## config.mk

```make
export PLATFORM = sky130hd
export DESIGN_NAME = cp0_reg_unit
export DESIGN_NICKNAME = d
export VERILOG_FILES = /design/src/rtl/cp0_reg_unit.sv
export SDC_FILE = /design/constraint.sdc
export NUM_CORES = 1
export LEC_CHECK = 0
export CELL_PAD_IN_SITES_DETAIL_PLACEMENT = 1
export CELL_PAD_IN_SITES_GLOBAL_PLACEMENT = 1
export CORE_AREA = 2 2 151 153
export DETAILED_ROUTE_END_ITERATION = 7
export DIE_AREA = 0 0 153 155
export DONT_BUFFER_PORTS = 1
export PLACE_DENSITY_LB_ADDON = 0.3
export SKIP_LAST_GASP = 1
export SYNTH_ARGS = -nofsm -noshare
export SYNTH_HDL_FRONTEND = slang
export SYNTH_SLANG_ARGS = --single-unit
```

## constraint.sdc

```tcl
create_clock -name clk -period 3.6 [get_ports clk]
set_input_delay 0.72 -clock clk [delete_from_list [all_inputs] [get_ports clk]]
set_output_delay 0.72 -clock clk [all_outputs]
set_load 0.005 [all_outputs]
```

## src/rtl/cp0_reg_unit.sv

```systemverilog
// CP0 register file and exception-commit unit at writeback: Count/Compare timer,
// interrupt pending bits, MTC0/exception/ERET commit, flush/redirect and MFC0 reads.
module cp0_reg_unit #(
    parameter int          TIMER_DIV  = 2,
    parameter logic [31:0] EXC_VECTOR = 32'hBFC0_0380
) (
    input  logic        clk,
    input  logic        rst,
    input  logic        WB_CP0Wr,
    input  logic [4:0]  WB_Dst,
    input  logic [31:0] WB_Result,
    input  logic        WB_ExcValid,
    input  logic [4:0]  WB_ExcCode,
    input  logic        WB_IsEret,
    input  logic        WB_IsFetchAdE,
    input  logic [31:0] WB_PC,
    input  logic        WB_IsInDelaySlot,
    input  logic [31:0] WB_ALUOut,
    input  logic [5:0]  Ext_Int,
    input  logic [4:0]  EXE_CP0RdAddr,
    output logic [31:0] CP0_RdData,
    output logic        CP0_Flush,
    output logic [31:0] CP0_RedirectPC,
    output logic        CP0_IntPending,
    output logic [31:0] CP0_Status,
    output logic [31:0] CP0_Cause,
    output logic [31:0] CP0_EPC
);

    localparam int DIV_W = (TIMER_DIV > 1) ? $clog2(TIMER_DIV) : 1;

    localparam logic [4:0] REG_BADVADDR = 5'd8;
    localparam logic [4:0] REG_COUNT    = 5'd9;
    localparam logic [4:0] REG_COMPARE  = 5'd11;
    localparam logic [4:0] REG_STATUS   = 5'd12;
    localparam logic [4:0] REG_CAUSE    = 5'd13;
    localparam logic [4:0] REG_EPC      = 5'd14;

    localparam logic [31:0] STATUS_RST   = 32'h0040_0000;
    localparam logic [31:0] STATUS_WMASK = 32'h0000_FF03;
    localparam logic [31:0] CAUSE_WMASK  = 32'h0000_0300;

    logic [31:0] badvaddr_q, count_q, compare_q, status_q, cause_q, epc_q;
    logic [31:0] badvaddr_d, count_d, compare_d, status_d, cause_d, epc_d;
    logic [DIV_W-1:0] div_q, div_d;

    logic        wr_ok, tick, count_upd, addr_err;
    logic [31:0] status_mtc, cause_mtc, wr_merged, rd_cur;

    assign wr_ok      = WB_CP0Wr & ~WB_ExcValid & ~WB_IsEret;
    assign status_mtc = (status_q & ~STATUS_WMASK) | (WB_Result & STATUS_WMASK);
    assign cause_mtc  = (cause_q & ~CAUSE_WMASK) | (WB_Result & CAUSE_WMASK);
    assign tick       = (div_q == DIV_W'(TIMER_DIV - 1));
    assign addr_err   = (WB_ExcCode == 5'd4) || (WB_ExcCode == 5'd5);

    always_comb begin
        badvaddr_d = badvaddr_q;
        count_d    = count_q;
        compare_d  = compare_q;
        status_d   = status_q;
        cause_d    = cause_q;
        epc_d      = epc_q;
        div_d      = tick ? '0 : div_q + 1'b1;
        count_upd  = 1'b0;

        // An MTC0 Count overrides the same-cycle tick and restarts the divider.
        if (wr_ok && WB_Dst == REG_COUNT) begin
            count_d   = WB_Result;
            div_d     = '0;
            count_upd = 1'b1;
        end else if (tick) begin
            count_d   = count_q + 32'd1;
            count_upd = 1'b1;
        end

        if (wr_ok && WB_Dst == REG_COMPARE) begin
            compare_d  = WB_Result;
            cause_d[30] = 1'b0;
        end else if (count_upd && count_d == compare_q) begin
            cause_d[30] = 1'b1;
        end

        cause_d[15:10] = {Ext_Int[5] | cause_q[30], Ext_Int[4:0]};

        if (WB_ExcValid) begin
            status_d[1]   = 1'b1;
            cause_d[6:2]  = WB_ExcCode;
            if (!status_q[1]) begin
                epc_d       = WB_IsInDelaySlot ? WB_PC - 32'd4 : WB_PC;
                cause_d[31] = WB_IsInDelaySlot;
            end
            if (addr_err)
                badvaddr_d = WB_IsFetchAdE ? WB_PC : WB_ALUOut;
        end else if (WB_IsEret) begin
            status_d[1] = 1'b0;
        end else if (wr_ok) begin
            case (WB_Dst)
                REG_STATUS: status_d = status_mtc;
                REG_CAUSE:  cause_d[9:8] = WB_Result[9:8];
                REG_EPC:    epc_d = WB_Result;
                default:    ;
            endcase
        end
    end

    always_ff @(posedge clk) begin
        if (rst) begin
            badvaddr_q <= '0;
            count_q    <= '0;
            compare_q  <= '0;
            status_q   <= STATUS_RST;
            cause_q    <= '0;
            epc_q      <= '0;
            div_q      <= '0;
        end else begin
            badvaddr_q <= badvaddr_d;
            count_q    <= count_d;
            compare_q  <= compare_d;
            status_q   <= status_d;
            cause_q    <= cause_d;
            epc_q      <= epc_d;
            div_q      <= div_d;
        end
    end

    always_comb begin
        case (EXE_CP0RdAddr)
            REG_BADVADDR: rd_cur = badvaddr_q;
            REG_COUNT:    rd_cur = count_q;
            REG_COMPARE:  rd_cur = compare_q;
            REG_STATUS:   rd_cur = status_q;
            REG_CAUSE:    rd_cur = cause_q;
            REG_EPC:      rd_cur = epc_q;
            default:      rd_cur = '0;
        endcase
    end

    // Value the register will hold after this MTC0; read-only and absent numbers keep their read value.
    always_comb begin
        case (WB_Dst)
            REG_COUNT, REG_COMPARE, REG_EPC: wr_merged = WB_Result;
            REG_STATUS: wr_merged = status_mtc;
            REG_CAUSE:  wr_merged = cause_mtc;
            default:    wr_merged = rd_cur;
        endcase
    end

    assign CP0_RdData     = (wr_ok && WB_Dst == EXE_CP0RdAddr) ? wr_merged : rd_cur;
    assign CP0_Flush      = ~rst & (WB_ExcValid | WB_IsEret);
    assign CP0_RedirectPC = WB_ExcValid ? EXC_VECTOR : epc_q;
    assign CP0_IntPending = status_q[0] & ~status_q[1] & (|(cause_q[15:8] & status_q[15:8]));
    assign CP0_Status     = status_q;
    assign CP0_Cause      = cause_q;
    assign CP0_EPC        = epc_q;

endmodule

```

==> Word level (Yosys, flattened, before mapping) <==
Index checks and enable logic that the tools add are counted.
{ "op_classes": {"eq_ne": 17, "bitwise": 14, "n_mux": 19, "reduce_logical": 19, "add_sub_neg": 3} }
{ "op_table": {"columns": ["op", "n"], "rows": [
  ["32-bit two-way mux", 11],
  ["32-bit one-hot mux with 6 select lines", 1],
  ["32-bit one-hot mux with 3 select lines", 1],
  ["5-bit by 4-bit == test with 1-bit output (second input constant)", 11],
  ["32-bit by 1-bit adder with 32-bit output (second input constant)", 1],
  ["32-bit == test", 1],
  ["32-bit by 10-bit bitwise OR with 32-bit output", 1],
  ["32-bit by 16-bit bitwise OR with 32-bit output", 1],
  ["32-bit by 3-bit subtractor with 32-bit output (second input constant)", 1],
  ["4-bit AND reduction", 3],
  ["5-bit by 3-bit == test with 1-bit output (second input constant)", 2],
  ["8-bit bitwise AND", 1],
  ["8-bit OR reduction", 1],
  ["2-bit AND reduction", 3],
  ["3-bit nonzero test", 2],
  ["3-bit OR reduction", 2],
  ["1-bit bitwise AND", 5],
  ["5-bit == test", 1],
  ["1-bit logical AND", 4],
  ["1-bit two-way mux", 4],
  ["2-bit two-way mux", 2],
  ["2-bit != test (second input constant)", 2],
  ["1-bit NOT", 4],
  ["2-bit nonzero test", 2],
  ["4 further kinds", 5]
]} }
{ "totals": {"word_cells": 84, "register_bits": 176} }

==> Longest topological paths before layout <==
Gate-level depths: netlist of run 1.
{ "depth": {"depth_word": 7, "mapped_depth": 12} }

==> Worst setup path after synthesis of run 1 <==
Ideal clock, no wire load.
{ "synth_timing": {"kind": "input-to-output", "start": "in EXE_CP0RdAddr[1]", "end": "out CP0_RdData[28]", "n_path_buf": 3, "stages": 9, "arrival_ps": 2698, "required_ps": 2880, "setup_slack_ps": 182, "cell_sequence": "clkbuf_1 > xnor2_1 > nand3_1 > or4_1 > or2_2 > clkbuf_1 > nand2_1 > clkbuf_1 > o21ai_0"} }
{ "synth_between": {"elab_chain_cells": 4, "word_cells_on_any_way": 11, "classes_between": "eq/ne (7); mux (3); reduce/logical (1)"} }
{ "synth_lines": {"columns": ["element", "line", "rtl"], "rows": [
  ["start: declaration", "20", "input logic [4:0] EXE_CP0RdAddr,"],
  ["5-bit by 4-bit == test with 1-bit output", "127", "case (EXE_CP0RdAddr)"],
  ["32-bit one-hot mux with 6 select lines", "127", null],
  ["32-bit one-hot mux with 3 select lines", "140", "case (WB_Dst)"],
  ["32-bit two-way mux *", "148", "assign CP0_RdData = (wr_ok && WB_Dst == EXE_CP0RdAddr) ? wr_merged : rd_cur;"],
  ["end: declaration", "21", "output logic [31:0] CP0_RdData,"]
]} }
Every way passes the cells marked *; elsewhere a longest branch is shown, timed or not.

==> Worst setup path in the final report of run 1 <==
{ "layout_timing": {"start": "in WB_ExcValid", "end": "out CP0_RdData[10]"} }
{ "layout_between": {"elab_chain_cells": 5} }
{ "layout_lines": {"columns": ["element", "line", "rtl"], "rows": [
  ["start: declaration", "12", "input logic WB_ExcValid,"],
  ["1-bit NOT (no line)", null, null],
  ["1-bit bitwise AND (2 in a row)", "50", "assign wr_ok = WB_CP0Wr & ~WB_ExcValid & ~WB_IsEret;"],
  ["1-bit logical AND", "148", null],
  ["32-bit two-way mux", "148", null]
]} }
No other way between the ends.

==> results of run 1 <==
-- logic make-up (layout without fill, tap and decap cells) --
| family | count (synthesis) | in the layout |
|---|---|---|
| adders and majority gates | 2 | 2 |
| AOI/OAI and AO/OA | 356 | 356 |
| other | 2 | 39 |
| DFF | 154 | 154 |
| xor gates and xnor gates | 85 | 85 |
| and+or+nand+nor | 503 | 503 |
| muxes | 48 | 48 |
| buffers and inverters | 172 | 100 |
-- cell usage in the layout, fill, tap and decap left out, types with 4 or more instances in the layout --
cell,count
a211o_1,4
a211oi_1,85
a21oi_1,89
a221oi_1,41
a222oi_1,9
a22o_1,24
a22oi_1,21
a311oi_1,4
a31oi_1,11
and3_1,8
buf_4,38
clkbuf_16,17
conb_1,39
dfxtp_1,154
inv_1,27
inv_6,5
mux2i_1,45
nand2_1,141
nand2b_1,7
nand3_1,18
nand3b_1,5
nand4_1,17
nor2_1,184
nor2b_1,29
nor3_1,26
nor3b_1,5
nor4_1,11
o21ai_0,29
o22ai_1,12
or2_2,13
or3_1,9
or4_1,8
xnor2_1,53
xor2_1,32
-- power groups by stage --
| stage | Combinational (mW) | Sequential, mW | Clock [mW] |
|---|---|---|---|
| final | 0.308 | 1.83 | 1.83 |
| after global routing | 0.338 | 1.84 | 1.92 |
| after CTS | 0.304 | 1.83 | 1.84 |
| after detailed placement | 0.301 | 1.87 | 0 |
| after global placement | 0.292 | 1.87 | 0 |
| after floorplan | 0.319 | 1.83 | 0 |
-- worst reg2reg max path: cells and delay by family, from the launching register on --
family / cells / cell delay, ps
simple gates: 6 / 1970
compound gates: 3 / 630
flops: 1 / 510
-- synthesized netlist by cell type, drive strengths merged (3+ instances only) --
cell type | instances | area share
a211o | 4 | 0.0035
a211oi | 85 | 0.064
a21oi | 89 | 0.044
a221oi | 41 | 0.036
a222oi | 9 | 0.0090
a22o | 24 | 0.021
a22oi | 21 | 0.016
a311oi | 4 | 0.0035
a31oi | 11 | 0.0069
and3 | 8 | 0.0050
buf | 61 | 0.040
clkbuf | 84 | 0.032
dfxtp | 154 | 0.31
inv | 27 | 0.010
mux2 | 3 | 0.0034
mux2i | 45 | 0.045
nand2 | 142 | 0.053
nand2b | 7 | 0.0044
nand3 | 19 | 0.010
nand3b | 5 | 0.0037
nand4 | 18 | 0.012
nor2 | 185 | 0.069
nor2b | 30 | 0.019
nor3 | 29 | 0.016
nor3b | 8 | 0.0076
nor4 | 13 | 0.0087
o2111ai | 3 | 0.0026
o21a | 3 | 0.0022
o21ai | 31 | 0.015
o22ai | 12 | 0.0075
o31ai | 3 | 0.0022
or2 | 14 | 0.0087
or3 | 10 | 0.0067
or4 | 8 | 0.0060
xnor2 | 53 | 0.046
xor2 | 32 | 0.028
-- flip-flops by register name, indices dropped and copies added, names as in the netlist --
signal	flops
count_q	32
CP0_Cause	15
CP0_Status	10
compare_q	32
badvaddr_q	32
div_q	1
CP0_EPC	32
-- worst max path at each step --
stage                           endpoint  cells after the start  slack (ps)              from
after floorplan           CP0_RdData[28]                      9         180  EXE_CP0RdAddr[1]
after global placement    CP0_RdData[10]                      7         320       WB_ExcValid
after detailed placement  CP0_RdData[10]                      7         290       WB_ExcValid
after CTS                 CP0_RdData[10]                      7         280       WB_ExcValid
after global routing      CP0_RdData[10]                      7         120       WB_ExcValid
final                     CP0_RdData[10]                      7         220       WB_ExcValid
-- per-layer routing --
metal | up-vias | part of all wire
met5 | - | 0
met4 | 0 | 0.035
met3 | 85 | 0.082
met2 | 539 | 0.46
met1 | 5073 | 0.42
li1 | 4600 | -
-- layout make-up --
| class | instances | area, um^2 |
|---|---|---|
| tap | 285 | 357 |
| multi-input combinational | 1033 | 6300 |
| inverter | 27 | 101 |
| clock inverter | 15 | 160 |
| sequential | 154 | 3080 |
| timing repair buffer | 41 | 345 |
| clock buffer | 17 | 425 |
| fill | 2799 | 11500 |
==> results.tsv, run 1 <==
stage	metric	value	unit
final_layout	non-filler instance count after layout	1572	
clock_tree	Setup Buffers After CTS	0	
grt	met1 Usage GRT	0.462	
yosys	syn_area_per_cell	7.58	um^2
yosys	XOR/XNOR Fraction of Synth Area	0.0743	
grt	first-pass GRT wire length	63200	um
routing	Final ANT Viol Nets	0	
min_path	Hold Crit Start	rst	
placed_design	Final Wtd Congestion	0.997	
power_and_ir_drop	Psw	1.10	mW
power_and_ir_drop	Worst VDD drop	0.000210	V
final_layout	NumNets Final	1400	
placed_design	DP Area	0.0102	mm^2
clock_tree	# resized after CTS	0	
critical_path	max incr delay on CP	590	ps
yosys	Cell Area, Synth	0.0100	mm^2
sta	Worst slew margin	0.552	
sta	# setup viols final	0	
sta	total negative slack	0	ps
clock_tree	hold buffers post-CTS	0	
sta	final slew viol count	0	
min_path	Hold Path End	compare_q[22]	
routing	Routed WL per cell	27.3	um
final_layout	ant diodes	0	
sta	Final period util	0.940	
floorplan	Ports	286	
yosys	Synth Area in Simple Gates	0.237	
power_and_ir_drop	Combinational Power Share	0.077	
critical_path	RR Startpoint	count_q[8]	
power_and_ir_drop	sequential group share of total power	0.462	
placed_design	worst slack at placement	290	ps
yosys	mux cell area share after synthesis	0.0483	
critical_path	Reg2Reg Setup Slack	410	ps
critical_path	worst-path fanout max	102	
floorplan	# rows	55	
yosys	Synth Flop Type	dfxtp_1	
routing	1st-pass router iterations	6	
critical_path	worst-path cell chain	nor3b_2, nand3_1, or4_1, or2_2, buf_4, a221oi_1, a31oi_1	
grt	GRT Total Usage	0.350	
clock_tree	Clk pin slew, worst setup/hold paths	60	ps
critical_path	worst reg2reg path endpoint	CP0_Cause[30]	
grt	grt met2 use	0.560	
job	max cap viols	0	
critical_path	slowest CP cell	or4_1	
power_and_ir_drop	Pint	2.87	mW
sta	Slew @ Worst Pin	672	ps
critical_path	critical path arrival	2660	ps
routing	total wire length	43000	um
clock_tree	Max clock buf depth	2	
critical_path	Startpoint Class	input port	
floorplan	Core Box Area	0.0222	mm^2
placed_design	number of port buffers	0	
sta	minimum clock period	3380	ps
clock_tree	Worst-Skew Late Latency	440	ps
outcome	status	completed	
sta	max frequency	296	MHz
yosys	register area share after synthesis	0.308	
final_layout	ratio of cells with drive above 1 in the final layout	0.0816	
yosys	FFs w/ async S/R, synth	0	
critical_path	required time of the worst setup path	2880	ps
critical_path	Setup crit end kind	output pin	
floorplan	Initial Util	0.451	
sta	Hold Slack	356	ps
clock_tree	Max H-tree Level	4	
clock_tree	Root Buffer	clkbuf_16	
power_and_ir_drop	Power Dens Cells	369	mW/mm^2
yosys	Mapped Cells	1322	
critical_path	Setup CP Type	in -> out	
yosys	Synth Area in Adders	0.00250	
routing	DRC	0	
critical_path	largest delay contributor family on the critical path	simple AND/OR/NAND/NOR gates	
critical_path	CP bufs+invs	1	
floorplan	Die Y	155	um
sta	RSZ-0062 raised after global routing	no	
power_and_ir_drop	leakage power figure	3.67	nW
yosys	Unique masters post-synth	71	
min_path	hold depth	1	
final_layout	Final Core Density	0.484	
yosys	Syn. warnings	0	
grt	GRT Max-Usage Layer	met2	
yosys	EDFF count, synth	0	
sta	Final Skew	10.1	ps
grt	largest net degree at the start of global routing	157	
floorplan	total die area	0.0237	mm^2
placed_design	cell count after placement	1540	
power_and_ir_drop	total power	3.97	mW
routing	1st-iter DRT viols	1040	
sta	Hold Fails Final Rpt	0	
grt	vias in the first global route	10000	
grt	GR Util met3	0.0780	
sta	min setup slack post-route	216	ps
power_and_ir_drop	clock power share	0.461	
grt	GRT Residual Overflow	0	
final_layout	synthesis-to-finish area growth	7.45	%
routing	vias after detailed routing	10300	
grt	initial antenna violation count	0	
min_path	Min-Delay Path Class	in -> reg	
critical_path	Worst R2R Path Depth	9	
clock_tree	clock sink total	154	
routing	Vias/cell	6.55	
final_layout	Design Area, Final	0.0108	mm^2
clock_tree	CTS tree	built	
yosys	Seq cells post-synth	154	
power_and_ir_drop	switching part of the total power	0.278	
floorplan	Die X	153	um
clock_tree	Num CTS Buffers	17	
yosys	Synth Area in Compound Gates	0.247	
yosys	largest family of logic cells by synthesized area	compound AO/OA/AOI/OAI gates	
placed_design	hpwl dp	32400	um
Note: power is estimated with default switching activity, not from simulation.
==> inputs of run 2 (changes only) <==
- CELL_PAD_IN_SITES_DETAIL_PLACEMENT: 1 -> 0
==> results.tsv, run 2 (synthesis results as in run 1) <==
stage	metric	value	unit	change
outcome	status	completed		unchanged
floorplan	Core Box Area	0.0222	mm^2	unchanged
clock_tree	# resized after CTS	0		unchanged
critical_path	critical path arrival	2630	ps	was 2660 ps
job	max cap viols	0		unchanged
clock_tree	Setup Buffers After CTS	0		unchanged
min_path	Min-Delay Path Class	in -> reg		unchanged
critical_path	Setup CP Type	in -> out		unchanged
critical_path	Setup crit end kind	output pin		unchanged
critical_path	RR Startpoint	count_q[12]		was count_q[8]
power_and_ir_drop	Power Dens Cells	377	mW/mm^2	was 369 mW/mm^2
critical_path	Worst R2R Path Depth	9		unchanged
floorplan	Initial Util	0.451		unchanged
critical_path	Startpoint Class	input port		unchanged
sta	Worst slew margin	0.547		was 0.552
floorplan	total die area	0.0237	mm^2	unchanged
routing	1st-iter DRT viols	1282		was 1,040
power_and_ir_drop	Worst VDD drop	0.000285	V	was 0.000210 V
sta	RSZ-0062 raised after global routing	no		unchanged
grt	largest net degree at the start of global routing	157		unchanged
grt	initial antenna violation count	0		unchanged
floorplan	# rows	55		unchanged
final_layout	synthesis-to-finish area growth	7.83	%	was 7.45%
critical_path	worst-path fanout max	102		unchanged
final_layout	ant diodes	0		unchanged
clock_tree	Worst-Skew Late Latency	440	ps	about the same
clock_tree	CTS tree	built		unchanged
power_and_ir_drop	total power	4.08	mW	was 3.97 mW
clock_tree	clock sink total	154		unchanged
clock_tree	Max clock buf depth	2		unchanged
grt	GRT Residual Overflow	0		unchanged
critical_path	CP Launch Point	WB_ExcValid		unchanged
min_path	Hold Crit Start	rst		unchanged
placed_design	hpwl dp	30500	um	was 32,400 um
sta	Hold Slack	346	ps	was 356 ps
final_layout	most frequent cells in the layout	nor2_1, dfxtp_1, nand2_1		unchanged
grt	GRT Total Usage	0.330		was 0.350
clock_tree	Clk pin slew, worst setup/hold paths	70	ps	was 60 ps
routing	1st-pass router iterations	6		unchanged
clock_tree	Num CTS Buffers	17		unchanged
sta	Final Skew	7.81	ps	was 10.1 ps
clock_tree	Root Buffer	clkbuf_16		unchanged
sta	Slew @ Worst Pin	679	ps	was 672 ps
floorplan	Die X	153	um	unchanged
floorplan	Ports	286		unchanged
routing	Vias/cell	6.40		was 6.55
routing	total wire length	40800	um	was 43,000 um
sta	minimum clock period	3350	ps	was 3380 ps
sta	# setup viols final	0		unchanged
placed_design	cell count after placement	1540		unchanged
critical_path	crit path capture	CP0_RdData[14]		was CP0_RdData[10]
sta	total negative slack	0	ps	unchanged
power_and_ir_drop	leakage power figure	3.70	nW	was 3.67 nW
routing	vias after detailed routing	10100		was 10,300
routing	DRC	0		unchanged
routing	Final ANT Viol Nets	0		unchanged
final_layout	non-filler instance count after layout	1572		unchanged
sta	final slew viol count	0		unchanged
final_layout	# fillers	2266		was 2,799
floorplan	Die Y	155	um	unchanged
placed_design	Final Wtd Congestion	0.997		unchanged
final_layout	commonest non-fill, non-tap cell in the layout	nor2_1		unchanged
sta	Final period util	0.931		was 0.940
clock_tree	hold buffers post-CTS	0		unchanged
final_layout	ratio of cells with drive above 1 in the final layout	0.0816		unchanged
sta	max frequency	298	MHz	was 296 MHz
clock_tree	Max H-tree Level	4		unchanged
critical_path	required time of the worst setup path	2880	ps	about the same
final_layout	NumNets Final	1400		unchanged
sta	Hold Fails Final Rpt	0		unchanged
grt	vias in the first global route	9076		was 10,000
grt	first-pass GRT wire length	59400	um	was 63,200 um
routing	Routed WL per cell	25.9	um	was 27.3 um
placed_design	number of port buffers	0		unchanged
critical_path	Reg2Reg Setup Slack	480	ps	was 410 ps
critical_path	worst reg2reg path endpoint	CP0_Cause[30]		unchanged
[run 2: cell count changes in the layout (fill, tap and decap cells not counted), sizes merged]
| cell | before | now |
|---|---|---|
| bufinv | 1 | 2 |
| clkinv | 6 | 2 |
| clkinvlp | 2 | 1 |
| inv | 33 | 37 |
[run 2: power by group]
group / total, mW / leakage [nW] / internal, mW / switching [mW]
clock: 1.95 / 0.305 / 1.07 / 0.878
combinational: 0.300 / 2.14 / 0.140 / 0.160
sequential: 1.83 / 1.25 / 1.75 / 0.0819
total: 4.08 / 3.70 / 2.96 / 1.12
[run 2: how the worst min path moves through the flow]
stage	endpoint	slack (ps)	cells after the start
2_1_floorplan	compare_q[2]	460	2
3_3_place_gp	compare_q[1]	470	2
3_5_place_dp	compare_q[16]	490	2
4_1_cts	compare_q[5]	340	1
5_1_grt	count_q[28]	340	1
6_report	CP0_Cause[10]	350	1
[run 2: final cells by class]
cell class / count / area (um^2) / area share
Clock inverter: 15 / 198 / 0.0183
Sequential cell: 154 / 3080 / 0.285
Inverter: 27 / 101 / 0.00938
Timing Repair Buffer: 41 / 345 / 0.0320
Multi-Input combinational cell: 1033 / 6300 / 0.583
Clock buffer: 17 / 425 / 0.0394
Tap cell: 285 / 357 / 0.0330
[run 2: routing by layer]
metal	part of all wire	global-route usage
met1	0.42	0.455
met2	0.44	0.499
met3	0.097	0.0766
met4	0.036	0.131
met5	0	0
[run 2: through the flow]
stage	area [um^2]	setup slack [ps]	util
after floorplan	10200	182	-
after global placement	10200	316	0.458
after CTS	10800	293	0.486
after detailed placement	10200	304	0.458
final	10800	247	0.486
after global routing	10800	187	0.486
[run 2: critical path, stage by stage]
cell and delay (ps):
nor3b_2 220, nand3_1 100, or4_1 580, or2_2 410
buf_4 200, a221oi_1 230, a31oi_1 160
==> inputs of run 3 (changes only) <==
- CORE_AREA: 2 2 151 153 -> 2 2 158 160
- DIE_AREA: 0 0 153 155 -> 0 0 160 162
- RECOVER_POWER: not set -> 50
- clock period: 3.6 -> 3 ns (I/O delays scaled with it)
==> results.tsv, run 3 (synthesis results as in run 1) <==
stage	metric	value	unit	change
outcome	status	finished with violations		was completed
outcome	failing checks	DRC		
clock_tree	Max H-tree Level	4		unchanged
sta	min setup slack post-route	97.5	ps	was 247 ps
floorplan	# rows	57		was 55
final_layout	ant diodes	0		unchanged
power_and_ir_drop	Combinational Power Share	0.079		was 0.073
sta	max frequency	345	MHz	
placed_design	Final Wtd Congestion	0.988		was 0.997
power_and_ir_drop	sequential group share of total power	0.442		was 0.449
clock_tree	Worst-Skew Late Latency	430	ps	was 440 ps
critical_path	Startpoint Class	input port		unchanged
critical_path	worst-path fanout max	14		was 102
sta	# setup viols final	0		unchanged
critical_path	Setup crit end kind	output pin		unchanged
floorplan	Core Box Area	0.0241	mm^2	was 0.0222 mm^2
clock_tree	hold buffers post-CTS	0		unchanged
grt	vias in the first global route	9243		was 9,076
clock_tree	Root Buffer	clkbuf_16		unchanged
power_and_ir_drop	switching part of the total power	0.268		was 0.275
routing	Routed WL per cell	25.4	um	was 25.9 um
power_and_ir_drop	Psw	1.33	mW	was 1.12 mW
grt	largest net degree at the start of global routing	157		unchanged
final_layout	synthesis-to-finish area growth	13.5	%	was 7.83%
power_and_ir_drop	Worst VDD drop	0.000337	V	was 0.000285 V
clock_tree	CTS tree	built		unchanged
floorplan	Ports	286		unchanged
final_layout	Design Area, Final	0.0114	mm^2	was 0.0108 mm^2
critical_path	Setup CP Type	in -> out		unchanged
floorplan	total die area	0.0259	mm^2	was 0.0237 mm^2
sta	Final period util	0.967		
job	max cap viols	0		unchanged
min_path	Min-Delay Path Class	in -> reg		unchanged
grt	GRT Residual Overflow	0		unchanged
sta	Final Skew	11.2	ps	was 7.81 ps
final_layout	footprint of the multi-input gates	0.00631	mm^2	was 0.00630 mm^2
routing	DRC	6		was 0
final_layout	commonest non-fill, non-tap cell in the layout	nor2_1		unchanged
routing	vias after detailed routing	10200		was 10,100
final_layout	ratio of cells with drive above 1 in the final layout	0.123		was 0.0816
power_and_ir_drop	Pint	3.63	mW	was 2.96 mW
grt	initial antenna violation count	0		unchanged
final_layout	non-filler instance count after layout	1679		was 1,572
final_layout	most frequent cells in the layout	nor2_1, dfxtp_1, nand2_1		unchanged
grt	first-pass GRT wire length	62100	um	was 59,400 um
routing	total wire length	42600	um	was 40,800 um
sta	Hold Fails Final Rpt	0		unchanged
floorplan	Die Y	162	um	was 155 um
floorplan	Initial Util	0.416		was 0.451
critical_path	required time of the worst setup path	2400	ps	was 2880 ps
routing	1st-iter DRT viols	1274		was 1,282
clock_tree	Max clock buf depth	2		unchanged
clock_tree	Clk pin slew, worst setup/hold paths	70	ps	about the same
floorplan	Die X	160	um	was 153 um
final_layout	# fillers	2461		was 2,266
placed_design	hpwl dp	32300	um	was 30,500 um
power_and_ir_drop	Power Dens Cells	436	mW/mm^2	was 377 mW/mm^2
routing	1st-pass router iterations	8		was 6
routing	Final ANT Viol Nets	0		unchanged
sta	final slew viol count	0		unchanged
final_layout	Seq. cell area	0.00308	mm^2	unchanged
clock_tree	clock sink total	154		unchanged
sta	total negative slack	0	ps	unchanged
clock_tree	Num CTS Buffers	17		unchanged
sta	Worst slew margin	0.183		was 0.547
power_and_ir_drop	clock power share	0.479		was 0.477
final_layout	NumNets Final	1468		was 1,400
routing	Vias/cell	6.09		was 6.40
grt	GRT Total Usage	0.320		was 0.330
sta	Slew @ Worst Pin	1230	ps	was 679 ps
sta	RSZ-0062 raised after global routing	no		unchanged
placed_design	worst slack at placement	-181	ps	was 304 ps
placed_design	DP Area	0.0108	mm^2	was 0.0102 mm^2
power_and_ir_drop	leakage power figure	4.02	nW	was 3.70 nW
critical_path	critical path arrival	2300	ps	was 2630 ps
sta	minimum clock period	2900	ps	
placed_design	cell count after placement	1645		was 1,540
placed_design	number of port buffers	0		unchanged
==> run 3: critical path: stages <==
cell      delay, ps
nor3b_4         190
nand3_1         100
or4_4           520
or2_2           370
buf_12          170
a221oi_1        220
a31oi_1         140
==> run 3: layout make-up <==
cell class                      count  share of cell area
Inverter                           27             0.00891
Tap cell                          324              0.0356
Clock buffer                       17              0.0374
Sequential cell                   154               0.271
Clock inverter                     15              0.0176
Timing Repair Buffer              109              0.0744
Multi-Input combinational cell   1033               0.555
==> run 3: power groups by stage <==
stage                     registers [mW]  logic (mW)  clock network (mW)
after floorplan                     2.19       0.384                   0
after global placement              2.24       0.385                   0
after detailed placement            2.24       0.387                   0
after CTS                           2.19       0.390                2.40
after global routing                2.19       0.434                2.48
final                               2.19       0.393                2.38
==> run 3: stage by stage <==
stage	total power, mW	utilization	hold slack, ps
finish	4.96	0.472	237
global route	5.11	0.472	221
CTS	4.98	0.473	229
detailed placement	2.62	0.446	488
global placement	2.62	0.446	481
floorplan	2.58	-	456
==> run 3: worst paths after layout <==
kind | slack [ps] | from | endpoint | depth (start not counted)
worst max-delay path | 100 | WB_IsEret | CP0_RdData[15] | 7
worst min-delay path | 240 | rst | count_q[22] | 1
worst max register to register | 120 | count_q[0] | CP0_Cause[30] | 11
worst min register to register | 500 | badvaddr_q[14] | badvaddr_q[14] | 2
==> run 3: timing repair <==
action                                 in CTS  in global routing
setup endpoints to repair                  23                  1
endpoints found under the hold margin       0                  0
buffers inserted                            1                  1
gates resized for setup                     1                  2
pin swaps                                   1                  0
==> run 3: routing by layer <==
layer / vias up / global-route usage / share of wire
met1: 4846 / 0.447 / 0.43
met3: 58 / 0.0649 / 0.093
met4: 0 / 0.0983 / 0.025
li1: 4745 / - / -
met5: - / 0 / 0
met2: 583 / 0.498 / 0.45
